===== src/rtl/nn_frame_loader.sv =====
// nn_frame_loader: initiator side of the neural_network start/done/argmax handshake.
// Collects a row-major binary frame from a serial pixel stream, presents it on pixel_data,
// pulses nn_start, waits for nn_done (or a timeout) and holds the result until acknowledged.
//
// Ports:
//   clk, resetn          clock; asynchronous reset, active-high despite the name
//   pix_valid/pix_bit    serial pixel stream, accepted when pix_ready is high
//   pix_ready            loader is in LOAD and will take a pixel this cycle
//   frame_abort          LOAD: restart the frame; HOLD: acts as result_ack
//   pixel_data           assembled image, bit i = pixel i
//   nn_start             one-cycle start pulse; nn_done/nn_argmax: network result
//   result_valid/digit   captured digit (4'hF on timeout), held until result_ack
//   timeout_err          qualifies result_valid as a timeout result
//   busy                 high while the network is started or running
module nn_frame_loader #(
  parameter int unsigned NUM_PIXELS     = 784,
  parameter int unsigned TIMEOUT_CYCLES = 2000000,
  parameter int unsigned TO_W           = 21
) (
  input  logic                  clk,
  input  logic                  resetn,
  input  logic                  pix_valid,
  input  logic                  pix_bit,
  output logic                  pix_ready,
  input  logic                  frame_abort,
  output logic [NUM_PIXELS-1:0] pixel_data,
  output logic                  nn_start,
  input  logic                  nn_done,
  input  logic [3:0]            nn_argmax,
  output logic                  result_valid,
  output logic [3:0]            result_digit,
  input  logic                  result_ack,
  output logic                  timeout_err,
  output logic                  busy
);

  localparam int unsigned CntW = (NUM_PIXELS > 1) ? $clog2(NUM_PIXELS) : 1;

  typedef enum logic [1:0] {StLoad, StFire, StWait, StHold} state_e;

  state_e                state_q, state_d;
  logic [CntW-1:0]       pix_cnt_q, pix_cnt_d;
  logic [NUM_PIXELS-1:0] pixel_data_q, pixel_data_d;
  logic [TO_W-1:0]       to_cnt_q, to_cnt_d;
  logic                  result_valid_q, result_valid_d;
  logic [3:0]            result_digit_q, result_digit_d;
  logic                  timeout_err_q, timeout_err_d;
  logic                  pix_ready_q, pix_ready_d;
  logic                  nn_start_q, nn_start_d;
  logic                  busy_q, busy_d;

  always_comb begin
    state_d        = state_q;
    pix_cnt_d      = pix_cnt_q;
    pixel_data_d   = pixel_data_q;
    to_cnt_d       = to_cnt_q;
    result_valid_d = result_valid_q;
    result_digit_d = result_digit_q;
    timeout_err_d  = timeout_err_q;

    unique case (state_q)
      StLoad: begin
        // Abort takes priority over a pixel offered in the same cycle.
        if (frame_abort) begin
          pix_cnt_d = '0;
        end else if (pix_valid && pix_ready_q) begin
          pixel_data_d[pix_cnt_q] = pix_bit;
          if (pix_cnt_q == CntW'(NUM_PIXELS - 1)) begin
            pix_cnt_d = '0;
            state_d   = StFire;
          end else begin
            pix_cnt_d = pix_cnt_q + CntW'(1);
          end
        end
      end
      StFire: begin
        to_cnt_d = '0;
        state_d  = StWait;
      end
      StWait: begin
        to_cnt_d = to_cnt_q + TO_W'(1);
        // A done on the terminal-count cycle still counts as a real result.
        if (nn_done) begin
          result_digit_d = nn_argmax;
          timeout_err_d  = 1'b0;
          result_valid_d = 1'b1;
          state_d        = StHold;
        end else if (to_cnt_q == TO_W'(TIMEOUT_CYCLES - 1)) begin
          result_digit_d = 4'hF;
          timeout_err_d  = 1'b1;
          result_valid_d = 1'b1;
          state_d        = StHold;
        end
      end
      StHold: begin
        if (result_ack || frame_abort) begin
          result_valid_d = 1'b0;
          timeout_err_d  = 1'b0;
          pix_cnt_d      = '0;
          state_d        = StLoad;
        end
      end
      default: state_d = StLoad;
    endcase

    // Outputs are registered from the next state so they line up with it.
    pix_ready_d = (state_d == StLoad);
    nn_start_d  = (state_d == StFire);
    busy_d      = (state_d == StFire) || (state_d == StWait);
  end

  always_ff @(posedge clk or posedge resetn) begin
    if (resetn) begin
      state_q        <= StLoad;
      pix_cnt_q      <= '0;
      pixel_data_q   <= '0;
      to_cnt_q       <= '0;
      result_valid_q <= 1'b0;
      result_digit_q <= 4'h0;
      timeout_err_q  <= 1'b0;
      pix_ready_q    <= 1'b0;
      nn_start_q     <= 1'b0;
      busy_q         <= 1'b0;
    end else begin
      state_q        <= state_d;
      pix_cnt_q      <= pix_cnt_d;
      pixel_data_q   <= pixel_data_d;
      to_cnt_q       <= to_cnt_d;
      result_valid_q <= result_valid_d;
      result_digit_q <= result_digit_d;
      timeout_err_q  <= timeout_err_d;
      pix_ready_q    <= pix_ready_d;
      nn_start_q     <= nn_start_d;
      busy_q         <= busy_d;
    end
  end

  assign pix_ready    = pix_ready_q;
  assign pixel_data   = pixel_data_q;
  assign nn_start     = nn_start_q;
  assign result_valid = result_valid_q;
  assign result_digit = result_digit_q;
  assign timeout_err  = timeout_err_q;
  assign busy         = busy_q;

endmodule


===== config.mk =====
export PLATFORM = sky130hd
export DESIGN_NAME = nn_frame_loader
export DESIGN_NICKNAME = d
export VERILOG_FILES = /design/src/rtl/nn_frame_loader.sv
export SDC_FILE = /design/constraint.sdc
export NUM_CORES = 2
export LEC_CHECK = 0
export CAP_MARGIN = 20
export CORE_AREA = 2 2 317 319
export DETAILED_ROUTE_END_ITERATION = 8
export DIE_AREA = 0 0 319 321
export GPL_ROUTABILITY_DRIVEN = 0
export PLACE_DENSITY = 0.62
export REMOVE_ABC_BUFFERS = 1
export SLEW_MARGIN = 30
export SYNTH_ARGS = -nofsm -noshare
export SYNTH_HDL_FRONTEND = slang
export SYNTH_SLANG_ARGS = --single-unit

===== constraint.sdc =====
create_clock -name clk -period 38.2 [get_ports clk]
set_input_delay 5.73 -clock clk [delete_from_list [all_inputs] [get_ports clk]]
set_output_delay 5.73 -clock clk [all_outputs]
set_load 0.01 [all_outputs]

==> metrics.txt <==
# TYPE chip_impl_metric gauge
chip_impl_metric{name="power.density_cell_area",unit="nW/µm²"} 41.2
chip_impl_metric{name="max_slew.worst_pin.slew",unit="ps"} 1020
chip_impl_metric{name="synth.yosys.seq_area_share",unit=""} 0.588
chip_impl_metric{name="grt.met1_usage",unit=""} 0.437
chip_impl_metric{name="finalSetupViolCount",unit=""} 0
chip_impl_info{name="hp_class",value="reg2reg"} 1
chip_impl_metric{name="grt.met3_usage",unit=""} 0.0719
chip_impl_metric{name="drt-vias-per-instance",unit=""} 5.94
chip_impl_info{name="worstHoldStart",value="pixel_data[439]"} 1
chip_impl_metric{name="power.ir.vdd_worst",unit="mV"} 0.0393
chip_impl_metric{name="r2r_cells",unit=""} 8
chip_impl_metric{name="final.setup.tns",unit="ps"} 0
chip_impl_metric{name="floorplan.die.height",unit="µm"} 321
chip_impl_info{name="mostFrequentLayoutCell",value="sky130_fd_sc_hd__dfrtp_1"} 1
chip_impl_metric{name="synthCells",unit=""} 3937
chip_impl_metric{name="placedInstanceArea",unit="µm²"} 44100
chip_impl_info{name="worstSetupEndpointType",value="asynchronous set/reset pin"} 1
chip_impl_metric{name="worst_setup_hold_path_clk_slew",unit="ps"} 60
chip_impl_metric{name="wl_per_cell",unit="µm"} 29.6
chip_impl_metric{name="finalHoldViolations",unit=""} 0
chip_impl_metric{name="timing.hold.worst_path_depth",unit=""} 2
chip_impl_metric{name="grt_antenna_before_repair",unit=""} 13
chip_impl_info{name="critPathSlowestCell",value="sky130_fd_sc_hd__buf_4"} 1
chip_impl_metric{name="ratio_of_final_minimum_period_to_clock_period",unit=""} 0.240
chip_impl_metric{name="grt-ovfl-total",unit=""} 0
chip_impl_metric{name="netlist.area_leader.share",unit=""} 0.588
chip_impl_metric{name="gr-usage-all-layers",unit=""} 0.327
chip_impl_info{name="most-common-layout-cells",value="sky130_fd_sc_hd__dfrtp_1 (826), sky130_fd_sc_hd__clkdlybuf4s50_1 (802), sky130_fd_sc_hd__nand3_1 (793), sky130_fd_sc_hd__nand2_1 (790), sky130_fd_sc_hd__o21ai_0 (788)"} 1
chip_impl_metric{name="holdBufCountCts",unit=""} 0
chip_impl_metric{name="post_cts_resized",unit=""} 0
chip_impl_metric{name="via_count",unit=""} 34800
chip_impl_metric{name="route.antenna.remaining_nets",unit=""} 0
chip_impl_metric{name="leakage",unit="nW"} 23.5
chip_impl_metric{name="post_route_cells_drive_above_1_share",unit=""} 0.0769
chip_impl_metric{name="place_hpwl",unit="µm"} 106000
chip_impl_metric{name="max_stage_delay",unit="ps"} 780
chip_impl_metric{name="synth.lib_cells_used.distinct",unit=""} 52
chip_impl_info{name="launching_element_of_the_worst_setup_path",value="resetn"} 1
chip_impl_metric{name="row_count",unit=""} 116
chip_impl_metric{name="multi_input_area",unit="µm²"} 13100
chip_impl_metric{name="drc",unit=""} 0
chip_impl_info{name="setup.worst_path.class",value="in2async"} 1
chip_impl_info{name="global_route.peak_usage_layer",value="met2"} 1
chip_impl_metric{name="period_minus_slack",unit="ps"} 9190
chip_impl_metric{name="first_pass_iters",unit=""} 6
chip_impl_metric{name="pin_count",unit=""} 804
chip_impl_info{name="path_cells",value="clkdlybuf4s50_1 > inv_8 > buf_4 > buf_4 > buf_6 > buf_4"} 1
chip_impl_metric{name="r2r_slack",unit="ps"} 34710
chip_impl_metric{name="placed_cells",unit=""} 5683
chip_impl_info{name="most_common_cell_on_crit_path",value="sky130_fd_sc_hd__buf_4"} 1
chip_impl_metric{name="post_synth.cell_area_avg",unit="µm²"} 8.93
chip_impl_info{name="r2r-end",value="pixel_data[773]"} 1
chip_impl_metric{name="worst_ep_arrival_time",unit="ps"} 9890
chip_impl_info{name="run_status",value="finished clean"} 1
chip_impl_metric{name="io_buffer_count",unit=""} 803
chip_impl_metric{name="synth_edf_count",unit=""} 0
chip_impl_info{name="primary_ff_master_synth",value="sky130_fd_sc_hd__dfrtp_1"} 1
chip_impl_info{name="synth_area_leader_cell",value="sky130_fd_sc_hd__dfrtp_1"} 1
chip_impl_metric{name="layoutNonFillerInstCount",unit=""} 5854
chip_impl_info{name="cts_tree",value="built"} 1
chip_impl_metric{name="cts-htree-levels",unit=""} 3
chip_impl_metric{name="worstPathRequired",unit="ps"} 38900
chip_impl_metric{name="finClkSkew",unit="ps"} 19.1
chip_impl_metric{name="floorplan.core_area",unit="µm²"} 99300
chip_impl_metric{name="final_max_slew_viol_count",unit=""} 0
chip_impl_metric{name="routing_usage_on_met2",unit=""} 0.499
chip_impl_metric{name="mappedNetlistArea",unit="µm²"} 35200
chip_impl_metric{name="layout.cell_area.non_filler",unit="µm²"} 47400
chip_impl_metric{name="setup_ws",unit="ps"} 29010
chip_impl_metric{name="seqCellArea",unit="µm²"} 20700
chip_impl_metric{name="sum_of_routed_wire_length_over_all_layers",unit="µm"} 173000
chip_impl_metric{name="fillerInstances",unit=""} 9333
chip_impl_metric{name="cts.path.max_buffers",unit=""} 3
chip_impl_metric{name="first_global_vias",unit=""} 32400
chip_impl_metric{name="crit_fanout",unit=""} 117
chip_impl_metric{name="chipWidth",unit="µm"} 319
chip_impl_metric{name="first_iter_violations",unit=""} 4642
chip_impl_info{name="rsz0062_at_grt",value="no"} 1
chip_impl_metric{name="ys_seq_elements",unit=""} 826
chip_impl_metric{name="post_cts_setup_inserts",unit=""} 0
chip_impl_info{name="worstHoldEndpoint",value="pixel_data[439]"} 1
chip_impl_metric{name="post_layout_net_count",unit=""} 4500
chip_impl_metric{name="number_of_buffers_created_by_cts",unit=""} 92
chip_impl_info{name="r2r_start",value="state_q[0]"} 1
chip_impl_metric{name="place_ws",unit="ps"} 28240
chip_impl_metric{name="ys_warn_count",unit=""} 0
chip_impl_info{name="yosys-top-cells-area",value="sky130_fd_sc_hd__dfrtp_1 (59%), sky130_fd_sc_hd__nand3_1 (12%), sky130_fd_sc_hd__o21ai_0 (11%), sky130_fd_sc_hd__nand2_1 (8.6%), sky130_fd_sc_hd__clkbuf_1 (3.8%)"} 1
chip_impl_metric{name="clk-insertion-delay-late",unit="ps"} 680
chip_impl_metric{name="grt_max_degree",unit=""} 226
chip_impl_metric{name="slew_headroom",unit=""} 0.317
chip_impl_metric{name="max-cap-violations",unit=""} 0
chip_impl_metric{name="fin_total_pwr",unit="mW"} 1.95
chip_impl_metric{name="async_reset_ff_frac",unit=""} 1.00
chip_impl_metric{name="fmax",unit="MHz"} 109
chip_impl_info{name="crit_path_start_kind",value="input pin"} 1
chip_impl_metric{name="area_growth",unit="%"} 34.8
chip_impl_metric{name="initial_utilization",unit=""} 0.354
chip_impl_metric{name="fp.dieArea",unit="µm²"} 102000
chip_impl_info{name="cts_root_buffer",value="sky130_fd_sc_hd__clkbuf_16"} 1
chip_impl_metric{name="clock_sinks",unit=""} 826
chip_impl_metric{name="grt_first_pass_wirelength",unit="µm"} 243000
-- area by class of cell --
cell class / count / area share
flip-flops and latches: 826 / 0.436
diodes: 4 / 0.000211
clock inverters: 23 / 0.00639
clock buffers: 143 / 0.0599
repair buffers: 880 / 0.184
inverters: 19 / 0.00166
multi-input cells: 2661 / 0.278
well taps: 1298 / 0.0343
-- power by group --
part | switching [mW] | total, mW | internal, mW
Sequential | 0.00802 | 0.892 | 0.884
Combinational | 0.0941 | 0.127 | 0.0333
Clock | 0.379 | 0.935 | 0.556
Total | 0.481 | 1.95 | 1.47
-- synthesized netlist by cell type, drive strengths merged (5+ instances only) --
cell and n:
dfrtp 826, inv 19, and3b 6, nor3b 6, o21ai 788, buf 75, mux2 16, nand4 5
ha 9, nand3 822, nand2 806, and3 38, or4 9, o31ai 6, clkbuf 356, or3 11
a21oi 22, nor3 8, nor2 60
-- worst max-delay path by stage --
stage	cells past startpoint	slack, ps	endpoint
2_1_floorplan	1	9270	busy
3_3_place_gp	6	27970	pixel_data[768]
3_5_place_dp	6	28240	pixel_data[384]
4_1_cts	6	28970	pixel_data[648]
5_1_grt	6	28500	pixel_data[417]
6_report	6	29010	pixel_data[648]
-- layer usage --
layer	vias up	routed length, µm
li1	14500	-
met1	17500	67600
met2	2301	78100
met3	451	17500
met4	4	9810
met5	-	21
-- registers in the layout, summed over array words and instances (netlist names) --
register,cells
busy,1
nn_start,1
pix_cnt_q,10
pix_ready,1
pixel_data,784
result_digit,4
result_valid,1
state_q,2
timeout_err,1
to_cnt_q,21
-- critical path, delay by kind of cell --
kind                   cells  cell delay [ps]
buffers and inverters      6             3870
-- stage by stage --
step           hold WS (ps)   util
2_1_floorplan           498      -
3_3_place_gp            489  0.443
3_5_place_dp            493  0.444
4_1_cts                 510  0.476
5_1_grt                 524  0.477
6_report                504  0.477
-- cell families after synthesis --
group           Yosys count  share of synthesized area
flops                   826                      0.588
compound gates          835                      0.121
mux                      17                    0.00541
fa+ha+maj                 9                    0.00320
simple gates           1795                      0.231
buf+inv                 450                     0.0502
xor+xnor                  5                    0.00125
Power figures use the tool's default switching activity.
